$ cat config.mk
export PLATFORM = sky130hd
export DESIGN_NAME = simon_host_if_flat
export DESIGN_NICKNAME = d
export VERILOG_FILES = /design/src/rtl/simon_host_if_pkg.sv /design/src/rtl/simon_host_if_if.sv /design/src/rtl/simon_host_if_tx_ser.sv /design/src/rtl/simon_host_if.sv /design/src/flat_wrapper.sv
export SDC_FILE = /design/constraint.sdc
export NUM_CORES = 1
export LEC_CHECK = 0
export ABC_AREA = 1
export CAP_MARGIN = 20
export CORE_ASPECT_RATIO = 0.9
export CORE_MARGIN = 2
export CORE_UTILIZATION = 56
export CTS_BUF_LIST = sky130_fd_sc_hd__clkbuf_4 sky130_fd_sc_hd__clkbuf_8 sky130_fd_sc_hd__clkbuf_16
export DETAILED_ROUTE_END_ITERATION = 8
export GPL_TIMING_DRIVEN = 0
export PLACE_DENSITY = 0.91
export SLEW_MARGIN = 10
export SYNTH_ARGS = -nofsm -noshare
export SYNTH_HDL_FRONTEND = slang
export SYNTH_HIERARCHICAL = 1
export SYNTH_SLANG_ARGS = --single-unit
$ cat constraint.sdc
create_clock -name clk -period 16.1 [get_ports clk]
set_clock_uncertainty 0.2 [all_clocks]
set_input_delay 3.22 -clock clk [delete_from_list [all_inputs] [get_ports clk]]
set_output_delay 3.22 -clock clk [all_outputs]
set_load 0.03 [all_outputs]
$ cat src/rtl/simon_host_if_pkg.sv
// Shared command codes, FSM state encoding and byte-count helpers for the
// SIMON host front end.
package simon_host_if_pkg;

    localparam logic [7:0] CMD_KEY = 8'h4B;
    localparam logic [7:0] CMD_ENC = 8'h45;
    localparam logic [7:0] CMD_DEC = 8'h44;

    typedef enum logic [3:0] {
        ST_IDLE,
        ST_RX_KEY,
        ST_RX_BLK,
        ST_KEY_REQ,
        ST_KEY_WAIT,
        ST_DAT_REQ,
        ST_DAT_WAIT,
        ST_ACK,
        ST_TX
    } state_t;

    // Bytes in a 2N-bit block
    function automatic int unsigned block_bytes(input int unsigned n);
        return (2 * n) / 8;
    endfunction

    // Bytes in an M*N-bit key
    function automatic int unsigned key_bytes(input int unsigned n, input int unsigned m);
        return (m * n) / 8;
    endfunction

endpackage

$ cat src/rtl/simon_host_if_if.sv
// Host-side valid/ready byte channel plus error pulse.
interface simon_host_if_if;
    logic       in_valid;
    logic       in_ready;
    logic [7:0] in_byte;
    logic       out_valid;
    logic       out_ready;
    logic [7:0] out_byte;
    logic       err;

    modport master (
        output in_valid, in_byte, out_ready,
        input  in_ready, out_valid, out_byte, err
    );

    modport slave (
        input  in_valid, in_byte, out_ready,
        output in_ready, out_valid, out_byte, err
    );
endinterface

$ cat src/rtl/simon_host_if_tx_ser.sv
// Result serializer: loads a W-bit word and emits it LS byte first over a
// valid/ready channel; out_byte holds while the consumer stalls.
module simon_host_if_tx_ser #(
    parameter int unsigned W = 64
) (
    input  logic         clk,
    input  logic         rst,
    input  logic         load,
    input  logic [W-1:0] data,
    input  logic         out_ready,
    output logic         out_valid,
    output logic [7:0]   out_byte,
    output logic         last_c
);

    localparam int unsigned NB   = W / 8;
    localparam int unsigned CNT_W = $clog2(NB + 1);

    logic [W-1:0]     sh_q, sh_d;
    logic [CNT_W-1:0] cnt_q, cnt_d;
    logic             valid_q, valid_d;

    always_ff @(posedge clk or posedge rst) begin
        if (rst) begin
            sh_q    <= '0;
            cnt_q   <= '0;
            valid_q <= 1'b0;
        end else begin
            sh_q    <= sh_d;
            cnt_q   <= cnt_d;
            valid_q <= valid_d;
        end
    end

    always_comb begin
        sh_d    = sh_q;
        cnt_d   = cnt_q;
        valid_d = valid_q;
        if (load) begin
            sh_d    = data;
            cnt_d   = CNT_W'(NB);
            valid_d = 1'b1;
        end else if (valid_q && out_ready) begin
            sh_d    = {8'h00, sh_q[W-1:8]};
            cnt_d   = cnt_q - CNT_W'(1);
            valid_d = (cnt_q != CNT_W'(1));
        end
    end

    assign out_valid = valid_q;
    assign out_byte  = sh_q[7:0];
    assign last_c    = (cnt_q == CNT_W'(1));

endmodule

$ cat src/rtl/simon_host_if.sv
// Framed byte-stream front end for the SIMON core: parses K/E/D commands,
// runs the newKey/newData/readData handshakes and streams the result back.
module simon_host_if
    import simon_host_if_pkg::*;
#(
    parameter int unsigned N = 32,
    parameter int unsigned M = 4
) (
    input  logic                 clk,
    input  logic                 R,
    simon_host_if_if.slave       host,
    output logic                 newKey,
    output logic                 newData,
    output logic                 enc_dec,
    output logic                 readData,
    output logic [M-1:0][N-1:0]  key,
    output logic [2*N-1:0]       plain,
    input  logic                 ldKey,
    input  logic                 doneKey,
    input  logic                 ldData,
    input  logic                 doneData,
    input  logic [2*N-1:0]       cipher
);

    localparam int unsigned BB    = block_bytes(N);
    localparam int unsigned KB    = key_bytes(N, M);
    localparam int unsigned CNT_W = (KB > 1) ? $clog2(KB) : 1;
    localparam int unsigned KEY_W = M * N;
    localparam int unsigned BLK_W = 2 * N;

    state_t             state_q, state_d;
    logic [CNT_W-1:0]   cnt_q, cnt_d;
    logic               key_ok_q, key_ok_d;
    logic               enc_dec_q, enc_dec_d;
    logic [KEY_W-1:0]   key_q, key_d;
    logic [BLK_W-1:0]   blk_q, blk_d;
    logic [BLK_W-1:0]   res_q, res_d;
    logic               in_ready_q, in_ready_d;
    logic               err_q, err_d;
    logic               new_key_q, new_key_d;
    logic               new_data_q, new_data_d;
    logic               read_data_q, read_data_d;
    logic               ser_load;
    logic               ser_valid;
    logic [7:0]         ser_byte;
    logic               ser_last_c;
    logic               in_xfer;
    logic               out_xfer;

    assign in_xfer  = host.in_valid && in_ready_q;
    assign out_xfer = ser_valid && host.out_ready;

    always_ff @(posedge clk or posedge R) begin
        if (R) begin
            state_q     <= ST_IDLE;
            cnt_q       <= '0;
            key_ok_q    <= 1'b0;
            enc_dec_q   <= 1'b0;
            key_q       <= '0;
            blk_q       <= '0;
            res_q       <= '0;
            in_ready_q  <= 1'b0;
            err_q       <= 1'b0;
            new_key_q   <= 1'b0;
            new_data_q  <= 1'b0;
            read_data_q <= 1'b0;
        end else begin
            state_q     <= state_d;
            cnt_q       <= cnt_d;
            key_ok_q    <= key_ok_d;
            enc_dec_q   <= enc_dec_d;
            key_q       <= key_d;
            blk_q       <= blk_d;
            res_q       <= res_d;
            in_ready_q  <= in_ready_d;
            err_q       <= err_d;
            new_key_q   <= new_key_d;
            new_data_q  <= new_data_d;
            read_data_q <= read_data_d;
        end
    end

    // Next-state and datapath; registered outputs are decoded from state_d.
    always_comb begin
        state_d   = state_q;
        cnt_d     = cnt_q;
        key_ok_d  = key_ok_q;
        enc_dec_d = enc_dec_q;
        key_d     = key_q;
        blk_d     = blk_q;
        res_d     = res_q;
        err_d     = 1'b0;
        ser_load  = 1'b0;

        case (state_q)
            ST_IDLE: begin
                if (in_xfer) begin
                    case (host.in_byte)
                        CMD_KEY: state_d = ST_RX_KEY;
                        CMD_ENC: begin
                            enc_dec_d = 1'b1;
                            state_d   = ST_RX_BLK;
                        end
                        CMD_DEC: begin
                            enc_dec_d = 1'b0;
                            state_d   = ST_RX_BLK;
                        end
                        default: err_d = 1'b1;
                    endcase
                end
            end
            ST_RX_KEY: begin
                if (in_xfer) begin
                    // Shift in from the top so the first byte lands in [7:0]
                    key_d = {host.in_byte, key_q[KEY_W-1:8]};
                    if (cnt_q == CNT_W'(KB - 1)) begin
                        cnt_d   = '0;
                        state_d = ST_KEY_REQ;
                    end else begin
                        cnt_d = cnt_q + CNT_W'(1);
                    end
                end
            end
            ST_RX_BLK: begin
                if (in_xfer) begin
                    blk_d = {host.in_byte, blk_q[BLK_W-1:8]};
                    if (cnt_q == CNT_W'(BB - 1)) begin
                        cnt_d = '0;
                        if (key_ok_q) begin
                            state_d = ST_DAT_REQ;
                        end else begin
                            err_d   = 1'b1;
                            blk_d   = '0;
                            state_d = ST_IDLE;
                        end
                    end else begin
                        cnt_d = cnt_q + CNT_W'(1);
                    end
                end
            end
            ST_KEY_REQ: begin
                if (ldKey) begin
                    key_ok_d = 1'b0;
                    state_d  = ST_KEY_WAIT;
                end
            end
            ST_KEY_WAIT: begin
                if (doneKey) begin
                    key_ok_d = 1'b1;
                    state_d  = ST_IDLE;
                end
            end
            ST_DAT_REQ: begin
                if (ldData) state_d = ST_DAT_WAIT;
            end
            ST_DAT_WAIT: begin
                if (doneData) begin
                    res_d   = cipher;
                    state_d = ST_ACK;
                end
            end
            ST_ACK: begin
                if (!doneData) begin
                    ser_load = 1'b1;
                    state_d  = ST_TX;
                end
            end
            ST_TX: begin
                if (out_xfer && ser_last_c) state_d = ST_IDLE;
            end
            default: state_d = ST_IDLE;
        endcase

        in_ready_d  = (state_d == ST_IDLE) || (state_d == ST_RX_KEY) || (state_d == ST_RX_BLK);
        new_key_d   = (state_d == ST_KEY_REQ);
        new_data_d  = (state_d == ST_DAT_REQ);
        read_data_d = (state_d == ST_ACK);
    end

    simon_host_if_tx_ser #(
        .W (BLK_W)
    ) u_tx_ser (
        .clk       (clk),
        .rst       (R),
        .load      (ser_load),
        .data      (res_q),
        .out_ready (host.out_ready),
        .out_valid (ser_valid),
        .out_byte  (ser_byte),
        .last_c    (ser_last_c)
    );

    assign host.in_ready  = in_ready_q;
    assign host.err       = err_q;
    assign host.out_valid = ser_valid;
    assign host.out_byte  = ser_byte;

    assign newKey   = new_key_q;
    assign newData  = new_data_q;
    assign readData = read_data_q;
    assign enc_dec  = enc_dec_q;
    assign key      = key_q;
    assign plain    = blk_q;

endmodule
$ cat src/flat_wrapper.sv
// flat-port wrapper written by rule: the top's interface ports become plain ports
module simon_host_if_flat import simon_host_if_pkg::*;
#(
    parameter int unsigned N = 32,
    parameter int unsigned M = 4
)
  (clk, R, newKey, newData, enc_dec, readData, key, plain, ldKey, doneKey, ldData, doneData, cipher, host_in_valid, host_in_byte, host_out_ready, host_in_ready, host_out_valid, host_out_byte, host_err);
  simon_host_if_if host_i ();
  input  logic clk;
  input  logic R;
  output logic newKey;
  output logic newData;
  output logic enc_dec;
  output logic readData;
  output logic [M-1:0][N-1:0] key;
  output logic [2*N-1:0] plain;
  input  logic ldKey;
  input  logic doneKey;
  input  logic ldData;
  input  logic doneData;
  input  logic [2*N-1:0] cipher;
  input wire logic [$bits(host_i.in_valid)-1:0] host_in_valid;
  input wire logic [$bits(host_i.in_byte)-1:0] host_in_byte;
  input wire logic [$bits(host_i.out_ready)-1:0] host_out_ready;
  output wire logic [$bits(host_i.in_ready)-1:0] host_in_ready;
  output wire logic [$bits(host_i.out_valid)-1:0] host_out_valid;
  output wire logic [$bits(host_i.out_byte)-1:0] host_out_byte;
  output wire logic [$bits(host_i.err)-1:0] host_err;
  assign host_i.in_valid = host_in_valid;
  assign host_i.in_byte = host_in_byte;
  assign host_i.out_ready = host_out_ready;
  assign host_in_ready = host_i.in_ready;
  assign host_out_valid = host_i.out_valid;
  assign host_out_byte = host_i.out_byte;
  assign host_err = host_i.err;
  simon_host_if #(.N(N), .M(M)) u_core (.clk(clk), .R(R), .host(host_i), .newKey(newKey), .newData(newData), .enc_dec(enc_dec), .readData(readData), .key(key), .plain(plain), .ldKey(ldKey), .doneKey(doneKey), .ldData(ldData), .doneData(doneData), .cipher(cipher));
endmodule
==> results.txt <==
* Share of final-layout standard cells stronger than drive strength 1: 17.2%
* Capturing element type of the critical path: output pin
- The final number of hold-violating endpoints was 0.
- Routability-driven placement finished with a final weighted congestion of 0.874.
- For met2 alone, demand over resource in global routing was 48.8%.
- Sequential cells account for 39.3% of the total power.
- In this run switching power makes up 36.0% of total power.
* Largest family of logic cells by synthesized area: simple AND/OR/NAND/NOR gates
- Site Rows: 55
* Met3 Use GR: 7.75%
* Number of buffers and inverters on the critical path: 1
- Post-detailed-routing wire length: 37900 um
- In the global route stage, overall resource usage came out at 28.7%.
- Cells along the critical path: clkdlybuf4s50_1
- Netlist area before placement: 0.0141 mm2
* Startpoint types: flip-flop
* Via count of the first global-routing pass: 11354
- In this run the post-CTS setup repair buffer count came out at 0.
- Power per cell area: 164 mW/mm2
- After the first detailed-routing iteration, the DRC count stood at 1002.
- Largest net degree at the start of global routing: 105
- After detailed routing, the average wire length per cell comes to 18.9 um.
* Class of the tightest hold or removal check: flip-flop to flip-flop
- The first detailed-routing pass ran for 7 iterations.
- The H-tree generated during clock tree synthesis spans 2 levels.
- After detailed routing, the number of vias per cell comes to 5.42.
- Non-filler cells in the finished layout: 2004
* Post-synthesis adder-cell area fraction: 0.267%
- Sequential share of the synthesized area: 60.4%
* Wire length of the first global-routing pass: 59400 um
* Drc violations: 0
* Worst slew margin relative to its limit: 61.4%
- The number of pins with negative max-slew slack in the final report came to 0.
- Synthesis produced a netlist whose cell count is 1308.
* Setup total negative slack: 0 ns
- # IOs: 287
- The wire-length estimate of the detail-placed layout is 25700 um.
- Yosys attributes the largest share of cell area to sky130_fd_sc_hd__dfrtp_1, sky130_fd_sc_hd__nand2_1, sky130_fd_sc_hd__mux2_4.
- Gate power share: 33.9%
* Height of the die: 154 um
* Largest area contributor in the netlist: sky130_fd_sc_hd__dfrtp_1
- Required @ worst endpoint: 12.68 ns
- Counting tap cells, the placed design contains a total of 1939 instances.
- Highest net fanout along the worst path: 2
- Yosys Warn Count: 6
- Worst setup path class: flip-flop to output pin
- Leakage: 9.36 nW
- Post-synthesis sequential element count: 340
* Insertion delay of the later-clocked pin in the worst-skew pair: 0.50 ns
* Simple logic cell fraction of the synthesized area: 17.6%
- Most Crowded Layer GR: met2
- Xor/xnor share of the synthesized area: 0.0622%
* Synthesized area per cell: 10.8 um2
- GR Util met1: 35.0%
- In this run, distinct cell masters in the synthesized netlist total 30.
- Vias: 10871
- After synthesis, the largest area contributor takes up 60.4% of total cell area.
* Worst voltage drop across the vdd grid: 179 uV
- The number of nets handed over by synthesis was 1391.
* Leading cell type in the layout, fill and taps excluded: sky130_fd_sc_hd__nand2_1
* TritonCTS Buffers: 35
* Syn-to-layout area delta: 32.4%
- Cell with the largest stage delay on the worst path: sky130_fd_sc_hd__clkdlybuf4s50_1
- Multiplexer share of the synthesized area: 11.5%
- For this configuration, the core starts out at a cell density of 56.5%.
- Total gr overflow: 0
- Endpoint arrival time on the critical path: 1.69 ns
- Cell internal power was estimated by the tool at 1.95 mW.
- The run finished with clean final reports.
- Share of total power in the clock network: 26.8%
- Time the worst path needs with I/O delays and setup: 5.11 ns
- Buffers placed on the I/O ports in this run total 286.
- The cell sitting at the root of the clock tree is a sky130_fd_sc_hd__clkbuf_16.
- The core region is 0.0249 mm2.
- Timing-limited maximum frequency: 0.196 GHz
- The synthesized netlist devotes 4.41% of its cell area to compound gates.
* Number of maximum-capacitance violations: 0
- In this design, the stage delay of the slowest critical-path cell is 0.73 ns.
- CTS tree: built
* Remaining number of nets flagged by the antenna check after routing: 0
- The layout has 1541 filler cells.
- Commonest cells after routing, fill and taps aside: sky130_fd_sc_hd__nand2_1, sky130_fd_sc_hd__dfrtp_1, sky130_fd_sc_hd__clkdlybuf4s50_1, sky130_fd_sc_hd__nand3_1, sky130_fd_sc_hd__inv_1
- Total of cells resized after clock tree synthesis: 0
* Die outline width: 171 um
* Net load switching power: 1.10 mW
- Power Total: 3.06 mW
- Setup repair after global routing left no endpoint under its margin.
* Number of failing setup endpoints in the final timing report: 0
* Maximum buffer depth of the clock tree: 3
- # nets final: 1717
* Hold_buf cts: 0
- Initial antenna violation count: 5
- Transition at the pin with the smallest max-transition slack: 0.579 ns
* TritonCTS sink count: 340
- The die covers 0.0264 mm2.
- The final critical path takes up 31.7% of the cycle.
- Fin util: 74.9%
- Kind of cell with the highest combined delay on the critical path: buffers and inverters
* Clock slew at the register clock pins of the worst setup and hold paths: 0.06 ns
## routing by layer
| layer | part of all wire (%) | routed length, um |
|---|---|---|
| met5 | 0 | 0 |
| met3 | 8.6 | 3250 |
| met2 | 50 | 19000 |
| met4 | 3.2 | 1230 |
| met1 | 38 | 14400 |
## cells by family after synthesis
family,count (synthesis)
simple gates,601
xor+xnor,1
mux,124
compound gates,88
flops,340
buf+inv,151
fa+ha+maj,3
## area by class of cell
| cell class | count | area, um2 | share of cell area, % |
|---|---|---|---|
| Inverter | 72 | 290 | 1.56 |
| Sequential cell | 340 | 8510 | 45.6 |
| Timing Repair Buffer | 289 | 2950 | 15.8 |
| Antenna cell | 4 | 10.0 | 0.0537 |
| Multi-Input combinational cell | 817 | 4770 | 25.6 |
| Buffer | 79 | 527 | 2.82 |
| Tap cell | 342 | 428 | 2.29 |
| Clock inverter | 12 | 110 | 0.590 |
| Clock buffer | 49 | 1070 | 5.71 |
## power groups by stage
stage / registers (mW) / clock network (mW) / logic [mW]
CTS: 1.20 / 0.830 / 1.03
detailed placement: 1.20 / 0 / 1.01
global route: 1.22 / 0.865 / 1.09
floorplan: 1.43 / 0 / 0.354
global placement: 1.19 / 0 / 0.982
finish: 1.20 / 0.818 / 1.04
## metrics by stage
stage                     cell area, um2  worst slack, ns  hold slack [ns]
after floorplan                    14100             5.21            0.243
after global placement             17400             2.08            0.261
after detailed placement           17500            10.69            0.265
after CTS                          18600            10.98            0.279
after global routing               18700            10.97            0.298
final                              18700            10.99            0.281
## flip-flops by register name (all words and copies together), names as in the netlist
signal                     count
u_core/cnt_q                   4
u_core/newData                 1
u_core/key_ok_q                1
u_core/u_tx_ser/out_valid      1
u_core/host.err                1
u_core/state_q                 4
u_core/res_q                  64
u_core/key                   128
u_core/host.in_ready           1
u_core/plain                  64
u_core/enc_dec                 1
u_core/u_tx_ser/sh_q          64
u_core/u_tx_ser/cnt_q          4
u_core/readData                1
u_core/newKey                  1
## path summary, 6_finish.rpt
kind | startpoint | to | slack (ns) | cells past startpoint
worst max-delay path | u_core/host.in_ready | host_in_ready | 10.99 | 1
worst min-delay path | u_core/res_q[57] | u_core/u_tx_ser/sh_q[57] | 0.28 | 2
worst max register to register | u_core/cnt_q[1] | u_core/plain[38] | 13.87 | 7
worst min register to register | u_core/res_q[57] | u_core/u_tx_ser/sh_q[57] | 0.28 | 2
max in group asynchronous | R | u_core/key[94] | 11.32 | 4
min in group asynchronous | R | u_core/u_tx_ser/sh_q[2] | 2.88 | 2
## synth_stat cells
library cell	count
sky130_fd_sc_hd__nand2_4	1
sky130_fd_sc_hd__o21ai_0	46
sky130_fd_sc_hd__o211ai_1	3
sky130_fd_sc_hd__buf_6	20
sky130_fd_sc_hd__nand2_1	416
sky130_fd_sc_hd__o31ai_1	16
sky130_fd_sc_hd__nand2_2	3
sky130_fd_sc_hd__o31ai_2	17
sky130_fd_sc_hd__inv_6	2
sky130_fd_sc_hd__mux2_1	2
sky130_fd_sc_hd__a21oi_1	4
sky130_fd_sc_hd__o21ai_1	1
sky130_fd_sc_hd__mux2_4	60
sky130_fd_sc_hd__ha_1	3
sky130_fd_sc_hd__mux2_2	62
sky130_fd_sc_hd__nand3_1	145
sky130_fd_sc_hd__nor3_1	5
sky130_fd_sc_hd__buf_2	40
sky130_fd_sc_hd__dfrtp_1	340
sky130_fd_sc_hd__nor2_1	25
sky130_fd_sc_hd__clkbuf_1	11
sky130_fd_sc_hd__inv_1	66
sky130_fd_sc_hd__inv_2	4
sky130_fd_sc_hd__nor2_2	2
sky130_fd_sc_hd__nor2_4	1
sky130_fd_sc_hd__a32o_1	1
sky130_fd_sc_hd__nand4_1	1
sky130_fd_sc_hd__nand3b_1	2
sky130_fd_sc_hd__buf_4	8
sky130_fd_sc_hd__xor2_1	1
(Power assumes the default switching activity.)
